$ cat src/rtl/pcc_feature_binarizer_if.sv
// Feature-in / sample-out handshake bundle for the pcc feature binarizer.
// slave = binarizer side, master = feeder/consumer side.
interface pcc_feature_binarizer_if #(
  parameter int NPOS   = 2,
  parameter int NNEG   = 3,
  parameter int FEAT_W = 8
);
  logic              in_valid;
  logic              in_ready;
  logic [FEAT_W-1:0] in_data;
  logic              in_last;
  logic              out_valid;
  logic              out_ready;
  logic [NPOS-1:0]   out_pos;
  logic [NNEG-1:0]   out_neg;

  modport slave (
    input  in_valid, in_data, in_last, out_ready,
    output in_ready, out_valid, out_pos, out_neg
  );
  modport master (
    output in_valid, in_data, in_last, out_ready,
    input  in_ready, out_valid, out_pos, out_neg
  );
endinterface

$ cat src/rtl/pcc_feature_binarizer.sv
// Thresholds a stream of features into pos/neg bit vectors, one sample per N features.
// Optional framing check on in_last is enabled by defining PCC_FRAME_CHECK_EN.
module pcc_feature_binarizer #(
  parameter int NPOS   = 2,
  parameter int NNEG   = 3,
  parameter int FEAT_W = 8,
  localparam int N     = NPOS + NNEG,
  localparam int AW    = (N > 1) ? $clog2(N) : 1
) (
  input  logic              clk,
  input  logic              rst_n,
  input  logic              cfg_we,
  input  logic [AW-1:0]     cfg_addr,
  input  logic [FEAT_W-1:0] cfg_data,
  pcc_feature_binarizer_if.slave bus,
  output logic              err
);
  localparam logic [AW-1:0] LP_LAST = AW'(N - 1);

  logic [FEAT_W-1:0] r_thr [N];
  logic [AW-1:0]     r_idx;
  logic [N-1:0]      r_col;
  logic [N-1:0]      r_out;
  logic              r_vld;
  logic [N-1:0]      w_col;
  logic              w_acc;
  logic              w_last_idx;
  logic              w_bit;
  logic              w_early;

  assign w_last_idx   = (r_idx == LP_LAST);
  // Only the sample-completing feature can be blocked by a full output buffer.
  assign bus.in_ready = !(w_last_idx && r_vld && !bus.out_ready);
  assign w_acc        = bus.in_valid && bus.in_ready;
  assign w_bit        = (bus.in_data >= r_thr[r_idx]);

  always_comb begin
    w_col        = r_col;
    w_col[r_idx] = w_bit;
  end

  // Out-of-range addresses match no entry and are dropped.
  always_ff @(posedge clk) begin
    if (!rst_n) begin
      for (int k = 0; k < N; k++) r_thr[k] <= '0;
    end else if (cfg_we) begin
      for (int k = 0; k < N; k++)
        if (cfg_addr == AW'(k)) r_thr[k] <= cfg_data;
    end
  end

`ifdef PCC_FRAME_CHECK_EN
  logic w_miss;
  logic r_err;

  assign w_early = w_acc && bus.in_last && !w_last_idx;
  assign w_miss  = w_acc && !bus.in_last && w_last_idx;

  always_ff @(posedge clk) begin
    if (!rst_n) r_err <= 1'b0;
    else        r_err <= w_early || w_miss;
  end

  assign err = r_err;
`else
  logic w_unused_last;

  assign w_unused_last = bus.in_last;
  assign w_early       = 1'b0;
  assign err           = 1'b0;
`endif

  always_ff @(posedge clk) begin
    if (!rst_n) begin
      r_idx <= '0;
      r_col <= '0;
      r_out <= '0;
      r_vld <= 1'b0;
    end else if (w_acc && w_last_idx) begin
      // Completion overwrites the buffer; in_ready guarantees it was free or draining.
      r_out <= w_col;
      r_vld <= 1'b1;
      r_col <= '0;
      r_idx <= '0;
    end else begin
      if (bus.out_ready) r_vld <= 1'b0;
      if (w_early) begin
        r_col <= '0;
        r_idx <= '0;
      end else if (w_acc) begin
        r_col <= w_col;
        r_idx <= r_idx + 1'b1;
      end
    end
  end

  assign bus.out_valid = r_vld;
  assign bus.out_pos   = r_out[NPOS-1:0];
  assign bus.out_neg   = r_out[N-1:NPOS];
endmodule
$ cat src/flat_wrapper.sv
// flat-port wrapper written by rule: the top's interface ports become plain ports
module pcc_feature_binarizer_flat 
#(
  parameter int NPOS   = 2,
  parameter int NNEG   = 3,
  parameter int FEAT_W = 8,
  localparam int N     = NPOS + NNEG,
  localparam int AW    = (N > 1) ? $clog2(N) : 1
)
  (clk, rst_n, cfg_we, cfg_addr, cfg_data, err, bus_in_valid, bus_in_data, bus_in_last, bus_out_ready, bus_in_ready, bus_out_valid, bus_out_pos, bus_out_neg);
  pcc_feature_binarizer_if #(.NPOS(NPOS), .NNEG(NNEG), .FEAT_W(FEAT_W)) bus_i ();
  input  logic clk;
  input  logic rst_n;
  input  logic cfg_we;
  input  logic [AW-1:0] cfg_addr;
  input  logic [FEAT_W-1:0] cfg_data;
  output logic err;
  input wire logic [$bits(bus_i.in_valid)-1:0] bus_in_valid;
  input wire logic [$bits(bus_i.in_data)-1:0] bus_in_data;
  input wire logic [$bits(bus_i.in_last)-1:0] bus_in_last;
  input wire logic [$bits(bus_i.out_ready)-1:0] bus_out_ready;
  output wire logic [$bits(bus_i.in_ready)-1:0] bus_in_ready;
  output wire logic [$bits(bus_i.out_valid)-1:0] bus_out_valid;
  output wire logic [$bits(bus_i.out_pos)-1:0] bus_out_pos;
  output wire logic [$bits(bus_i.out_neg)-1:0] bus_out_neg;
  assign bus_i.in_valid = bus_in_valid;
  assign bus_i.in_data = bus_in_data;
  assign bus_i.in_last = bus_in_last;
  assign bus_i.out_ready = bus_out_ready;
  assign bus_in_ready = bus_i.in_ready;
  assign bus_out_valid = bus_i.out_valid;
  assign bus_out_pos = bus_i.out_pos;
  assign bus_out_neg = bus_i.out_neg;
  pcc_feature_binarizer #(.NPOS(NPOS), .NNEG(NNEG), .FEAT_W(FEAT_W)) u_core (.clk(clk), .rst_n(rst_n), .cfg_we(cfg_we), .cfg_addr(cfg_addr), .cfg_data(cfg_data), .bus(bus_i), .err(err));
endmodule
$ cat config.mk
export PLATFORM = sky130hd
export DESIGN_NAME = pcc_feature_binarizer_flat
export DESIGN_NICKNAME = d
export VERILOG_FILES = /design/src/rtl/pcc_feature_binarizer_if.sv /design/src/rtl/pcc_feature_binarizer.sv /design/src/flat_wrapper.sv
export SDC_FILE = /design/constraint.sdc
export NUM_CORES = 1
export LEC_CHECK = 0
export ABC_AREA = 1
export BUFFER_PORTS_ARGS = -buffer_cell sky130_fd_sc_hd__buf_4
export CAP_MARGIN = 25
export CORE_ASPECT_RATIO = 0.5
export CORE_MARGIN = 10
export CORE_UTILIZATION = 40
export DETAILED_ROUTE_END_ITERATION = 10
export SETUP_SLACK_MARGIN = 0.05
export SLEW_MARGIN = 15
export SYNTH_ARGS = -nofsm -noshare
export SYNTH_HDL_FRONTEND = slang
export SYNTH_SLANG_ARGS = --single-unit
$ cat constraint.sdc
create_clock -name clk -period 3.51 [get_ports clk]
set_clock_uncertainty 0.2 [all_clocks]
set_input_delay 0.1755 -clock clk [delete_from_list [all_inputs] [get_ports clk]]
set_output_delay 0.1755 -clock clk [all_outputs]
set_load 0.1 [all_outputs]
# Word-level counts from Yosys, hierarchy flattened
# Memories as Yosys holds them, arrays and structs flattened. A register that Yosys moved wholly into a read port is not among the register bits.
# Cells that the tools add are included.
# totals
out_inout_bits,8
ramBits,40
n_memories,1
reg_bits,14
elab_cells,63
# mem_list
name,words,width,read_ports,rd_ports_with_merged_regs,write_ports,line_no,text
u_core.r_thr,5,8,1,1,5,pcc_feature_binarizer.sv:20,logic [FEAT_W-1:0] r_thr [N];
# op_classes
order_cmp,3
reduce_logical,10
n_eq_ne,5
bitwise,6
mux,33
addsub,1
# ops
operator,n
$mux 8,5
$mux 1,24
$ge 8x8->1,1
$eq 3x2->1 const B,2
$eq 3x3->1 const B,2
$mux 3,2
$bwmux 5,1
$logic_and 1x1->1,5
$or 1x1->1,5
$lt 3x4->1 const B,1
$add 3x1->3 const B,1
$demux 1 s3,1
$eq 3x1->1 const B,1
$ge 3x1->1 const B,1
$logic_not 3->1,1
$logic_not 1->1,2
$reduce_bool 2->1,1
$reduce_or 2->1,1
$not 1->1,1

# Logic depth before layout (Yosys ltp)
# Gate-level depths: netlist (run 1).
# logic_depth
word_depth,8
mapped_depth,16
depth_no_buf,15

# Worst setup path after synthesis (run 1)
# No wires, ideal clock.
# synth_path
path_type,reg2reg
start,register (tool-made name)
end,register u_core.r_out[0]
arrival_ns,1.926
stages_incl_launch_ff,12
period_less_slack_ns,2.250
slack_ns,1.260
n_path_buf,2
cell_sequence,dfxtp_1 buf_2 buf_2 mux2i_1 o22ai_1 mux2i_1 ha_1 a21o_1 nor2_1 nand3_1 nand2_1 o21ai_0
# synth_lines
item,line_no,text
end signal: assignment,pcc_feature_binarizer.sv:81,r_out <= w_col;
end: declaration,pcc_feature_binarizer.sv:23,logic [N-1:0] r_out;

==> impl_metrics.csv, run 1 <==
group,metric,value,unit
timing,relSlewSlack,0.352,
cts,post-cts-setup-buffers,0,
power_and_ir_drop,p_leak,0.00133,uW
route,routed_wl,5.34,mm
synth,ys_async_sr_fraction,0,
place,port_buffers,30,
place,placed_cell_area,2910,um^2
synth,syn_area,2610,um^2
floorplan,io_pins,33,
synth,synth_edf_count,40,
timing,tightest_slew,0.968,ns
power_and_ir_drop,ir_worst_vdd,237,uV
synth,synth.top_cell.area_share,0.460,
synth,yosys_register_bits,57,
job,drv_cap,0,
critical_path,cp-end-kind,"flip-flop",
critical_path,critPathMaxFanout,16,
timing,rsz0062_at_grt,"false",
place,gp_congestion,0.784,
synth,yosysUniqueCellTypes,28,
floorplan,die_width,134,um
critical_path,required,3.51,ns
place,dp_hpwl,3.54,mm
global_route,grt_usage,0.107,
synth,syn_nets,277,
synth,synth.area.top_cells,"edfxtp_1 46%, dfxtp_1 13%, mux2i_1 5.8%",
global_route,antenna_found_initial,0,
place,pre_cts_ws,0.925,ns
timing,whs,0.0434,ns
timing,slew_violations,0,
critical_path,reg2reg_to,"u_core.r_out[0]",
cells_and_area,drive_gt1_frac,0.232,
timing,period_share,0.732,
cts,h-tree-depth,3,
cells_and_area,final_nets,314,
synth,ys.flop_type,"edfxtp_1",
global_route,gr-total-overflow,0,
synth,syn_area_per_cell,10.8,um^2
timing,period_minus_slack,2.57,ns
cts,cts_buffers,9,
critical_path,rrSetupSlack,0.94,ns
critical_path,arrival,2.57,ns
route,wl_per_cell,14.4,um
hold_path,hold_class,"in -> reg",
route,via_per_inst,4.91,
cells_and_area,syn2layout_area_growth,24.7,%
global_route,grt_max_degree,17,
synth,synthCells,242,
critical_path,cp_cell_sequence,"o21ai_0 -> o22ai_1 -> mux2i_1 -> ha_1 -> a21oi_1 -> nor2_1 -> nor2_1 -> nand3_1 -> nand2_1 -> o21ai_0",
floorplan,die_h,77.1,um
timing,hold_viol,0,
synth,yosys_warnings,0,
hold_path,min_from,"cfg_data[6]",
synth,synth-seq-area-share,0.591,
floorplan,core-area,6210,um^2
global_route,grt_pass1_vias,1830,
critical_path,crit_path_top_delay_cell,"dfxtp_1",
floorplan,rows,20,
timing,final.setup.worst_slack,0.941,ns
route,drtAntennaViolNets,0,
cells_and_area,diodes,0,
cts,clock_latency,0.32,ns
power_and_ir_drop,power_density,598,nW/um^2
timing,fmax,0.389,GHz
timing,setup-tns-final,0,ns
outcome,outcome,"complete, no violations",
synth,synth_top_area_cell,"edfxtp_1",
floorplan,dieArea,10300,um^2
critical_path,critPathKind,"reg -> reg",
cts,cts_tree,"built",
route,num_vias,1826,
cells_and_area,stdcell_area,3250,um^2
route,drtPass1Iterations,4,
route,drt-initial-drc-count,112,
hold_path,hold_path_depth,3,
cts,clk_pin_slew,0.05,ns
global_route,grt_pass1_wl,8.53,mm
critical_path,reg2reg_depth,10,
cts,cts-root-buf,"clkbuf_16",
critical_path,start_kind,"flip-flop",
route,drc,0,
critical_path,slowest_delay,0.65,ns
floorplan,start_util,0.420,
cts,clock_sinks,57,
cts,cts_resized,0,
cts,postCtsHoldBufs,1,
timing,setup_viol,0,
cts,max-clock-path-buffers,2,
hold_path,min_to,"u_core.r_thr[1][6]",
[kinds of logic after synthesis]
| group | Yosys count | share of synthesized area |
|---|---|---|
| other | 1 | 0.00144 |
| AOI/OAI and AO/OA | 43 | 0.103 |
| adders and majority gates | 10 | 0.0480 |
| DFF | 57 | 0.591 |
| buffers and inverters | 34 | 0.0623 |
| muxes | 15 | 0.0576 |
| and+or+nand+nor | 82 | 0.137 |
[cells in the final DEF (no fill, tap or decap), drive strengths merged, types with 10 or more instances in the layout]
cell type,instances
edfxtp,40
mux2i,15
inv,25
dfxtp,17
clkbuf,10
ha,10
buf,33
nand2,40
nor2,24
o21ai,23
[worst max-delay path, delay by kind of cell, from the launching register on]
kind / cells / cell delay, ns
adders and majority gates: 1 / 0.31
muxes: 1 / 0.10
AOI/OAI and AO/OA: 4 / 0.57
and+or+nand+nor: 4 / 0.61
DFF: 1 / 0.65
[power by group]
part | total, uW | switching [uW] | internal [uW]
sequential | 790 | 19.5 | 770
combinational | 189 | 112 | 76.8
clock | 967 | 279 | 688
total | 1950 | 411 | 1530
[how the worst max path moves through the flow]
stage | start | endpoint | cells after the start
6_report | flip-flop | u_core.r_out[0] | 10
5_1_grt | flip-flop | u_core.r_out[0] | 10
4_1_cts | flip-flop | u_core.r_out[2] | 13
3_5_place_dp | flip-flop | u_core.r_out[2] | 13
3_3_place_gp | flip-flop | u_core.r_out[2] | 10
2_1_floorplan | flip-flop | u_core.r_out[0] | 11
[flip-flops by register name, indices dropped and copies added (netlist names), named ones only]
name                  count
u_core.r_col              5
u_core.r_idx              3
u_core.r_thr             40
u_core.bus.out_valid      1
u_core.r_out              5
[per-stage QoR]
stage / util / total power [uW] / std cells
final: 0.524 / 1950 / 372
after detailed placement: 0.468 / 990 / 355
after global placement: 0.468 / 982 / 355
after global routing: 0.524 / 2020 / 372
after floorplan: - / 931 / 242
after CTS: 0.524 / 1960 / 372
[area by class of cell]
type | instances | area, um^2
repair buffers | 34 | 258
flip-flops and latches | 57 | 1540
clock buffers | 10 | 229
multi-input cells | 151 | 905
clock inverters | 6 | 106
inverters | 26 | 103
fillers | 562 | 2950
well taps | 88 | 110
[cells in the mapped netlist (2+ instances only)]
master,instances
o21ai_2,4
nand3_1,7
mux2i_1,15
inv_1,25
nor2_1,23
o21ai_0,19
or2_2,5
edfxtp_1,40
o22ai_1,8
nand2_4,2
ha_1,10
buf_2,2
buf_4,3
dfxtp_1,17
a21oi_2,4
nor3_1,6
nand2_1,37
a21oi_1,5
[metal layers]
| metal | vias to the layer above | track usage | routed length (um) |
|---|---|---|---|
| met3 | 11 | 0.0455 | 269 |
| li1 | 907 | - | - |
| met4 | 0 | 0.0518 | 89 |
| met1 | 866 | 0.105 | 2220 |
| met2 | 42 | 0.190 | 2760 |
| met5 | - | 0 | 0 |
No activity file was read; power rests on OpenSTA's default activity.
==> run 2: changes to the inputs <==
clock period = 2.1 ns   (was 3.51 ns; I/O delays follow)
==> run 2 against run 1 <==
  * The run now ends with negative setup slack left
  * Routed wire length increased by 1.0%
  * Combinational power increased by 100%
  * Final cell count increased by 3.5%
  * Setup slack got worse by 1.1 ns
  * Die area unchanged
  * Critical endpoint is now u_core.r_out[2]
  * Highest routed layer unchanged
==> impl_metrics.csv, run 2 (same netlist as run 1, synthesis figures left out) <==
group,metric,value,unit
route,drtAntennaViolNets,0,
floorplan,die_width,134,um
power_and_ir_drop,ir_worst_vdd,394,uV
cells_and_area,syn2layout_area_growth,30.7,%
critical_path,cp-end-kind,"flip-flop",
cts,clock_sinks,57,
hold_path,hold_class,"in -> reg",
place,placed_cell_area,2970,um^2
timing,period_share,1.07,
cells_and_area,diodes,0,
power_and_ir_drop,power_density,859,nW/um^2
timing,slew_violations,0,
global_route,grt_usage,0.105,
critical_path,critPathMaxFanout,5,
timing,setup-tns-final,-1.23,ns
route,drt-initial-drc-count,93,
place,port_buffers,30,
timing,period_minus_slack,2.25,ns
floorplan,dieArea,10300,um^2
cts,cts_buffers,9,
place,gp_congestion,0.785,
timing,setup_viol,10,
timing,rsz0062_at_grt,"true",
timing,final.setup.worst_slack,-0.150,ns
floorplan,rows,20,
timing,tightest_slew,0.885,ns
timing,fmax,0.444,GHz
floorplan,start_util,0.420,
cells_and_area,layout_commonest_cell,"edfxtp_1",
cells_and_area,final_nets,327,
timing,hold_viol,0,
place,dp_hpwl,3.67,mm
route,via_per_inst,4.74,
cells_and_area,drive_gt1_frac,0.286,
cells_and_area,final_cell_mix,"40 x edfxtp_1, 35 x buf_4, 32 x nand2_1",
cells_and_area,postLayoutCoreUtil,0.549,
power_and_ir_drop,switching_share,0.236,
floorplan,core-area,6210,um^2
timing,whs,0.00422,ns
cells_and_area,largest-register,"u_core.r_thr",
cts,cts_tree,"built",
cts,cts-root-buf,"clkbuf_16",
floorplan,io_pins,33,
cells_and_area,fill_cells,554,
cts,clk_pin_slew,0.05,ns
power_and_ir_drop,internal_power,2240,uW
route,drtPass1Iterations,4,
cts,clock_latency,0.32,ns
critical_path,critPathKind,"reg -> reg",
cells_and_area,stdcell_area,3410,um^2
power_and_ir_drop,seqPwrFrac,0.451,
global_route,antenna_found_initial,0,
place,dp.cells,359,
timing,relSlewSlack,0.407,
outcome,outcome,"complete, but fails checks",
outcome,violations,"negative setup slack",
cts,h-tree-depth,3,
cells_and_area,stdcell_count,385,
route,routed_wl,5.40,mm
critical_path,arrival,2.25,ns
critical_path,start_kind,"flip-flop",
cells_and_area,largest_reg_flops,40,
global_route,grt_pass1_wl,8.63,mm
power_and_ir_drop,comb_power_share,0.130,
power_and_ir_drop,p_leak,0.00140,uW
route,num_vias,1826,
route,drc,0,
global_route,grt_pass1_vias,1824,
floorplan,die_h,77.1,um
power_and_ir_drop,p_sw,691,uW
route,wl_per_cell,14.0,um
cts,max-clock-path-buffers,2,
cells_and_area,largestRegisters,"u_core.r_thr: 40 flops, u_core.r_col: 5 flops, u_core.r_out: 5 flops",
global_route,grt_max_degree,15,
global_route,gr-total-overflow,0,
job,drv_cap,0,
cts,post-cts-setup-buffers,0,
critical_path,required,2.10,ns
power_and_ir_drop,p_clk_frac,0.418,
[run 2: cell count changes in the layout (fill, tap and decap cells not counted), sizes merged]
cell	delta
clkbuf	+2
clkinvlp	-1
bufinv	-3
dlygate4sd3	+7
buf	+5
clkinv	+3
[run 2: final timing paths]
path / startpoint / endpoint / slack (ns) / cells after the start
setup / recovery: flip-flop / u_core.r_out[2] / -0.15 / 13
hold / removal: cfg_data[3] / u_core.r_thr[4][3] / 0.004 / 3
setup reg to reg: flip-flop / u_core.r_out[2] / -0.15 / 13
hold reg to reg: u_core.r_out[3] / u_core.r_out[3] / 0.26 / 2
[run 2: timing repair]
action	in CTS	in global routing
cloned	1	1
pin swaps	4	7
gates resized for setup	13	13
hold buffers	8	0
hold endpoints to repair	39	0
setup endpoints to repair	10	10
[run 2: final cells by class]
type | instances | area, um^2 | area share
clock inverters | 5 | 22.5 | 0.00661
multi-input cells | 151 | 955 | 0.280
clock buffers | 11 | 233 | 0.0683
repair buffers | 47 | 435 | 0.128
inverters | 26 | 108 | 0.0316
well taps | 88 | 110 | 0.0323
flip-flops and latches | 57 | 1550 | 0.454
[run 2: metal layers]
layer | up-vias | share of wire | GRT usage | wire [um]
met5 | - | 0 | 0 | 0
met4 | 0 | 0.013 | 0.0410 | 68
met3 | 4 | 0.057 | 0.0462 | 306
met2 | 34 | 0.48 | 0.168 | 2600
met1 | 854 | 0.45 | 0.122 | 2420
li1 | 934 | - | - | -
[run 2: through the flow]
stage / total power, uW / worst slack (ns)
finish: 2930 / -0.150
global route: 3050 / -0.299
CTS: 2920 / -0.189
detailed placement: 1670 / -0.269
global placement: 1660 / -0.256
floorplan: 1560 / 0.0523
[run 2: worst max-delay path, stage by stage (launching register included)]
cell and delay, ns:
dfxtp_4 0.40, buf_12 0.14, mux2i_1 0.19, o22ai_1 0.10, mux2i_1 0.15, ha_1 0.26, nand2_1 0.08, nor2_1 0.04
nor2_1 0.07, nand2_1 0.11, nand2_4 0.12, nand3_1 0.09, nand2_2 0.10, o21ai_1 0.06
[run 2: power by group through the flow]
| stage | clock network [uW] | logic [uW] | registers (uW) |
|---|---|---|---|
| 2_1_floorplan | 0 | 234 | 1330 |
| 3_3_place_gp | 0 | 322 | 1340 |
| 3_5_place_dp | 0 | 331 | 1340 |
| 4_1_cts | 1240 | 362 | 1320 |
| 5_1_grt | 1300 | 424 | 1330 |
| 6_report | 1230 | 382 | 1320 |
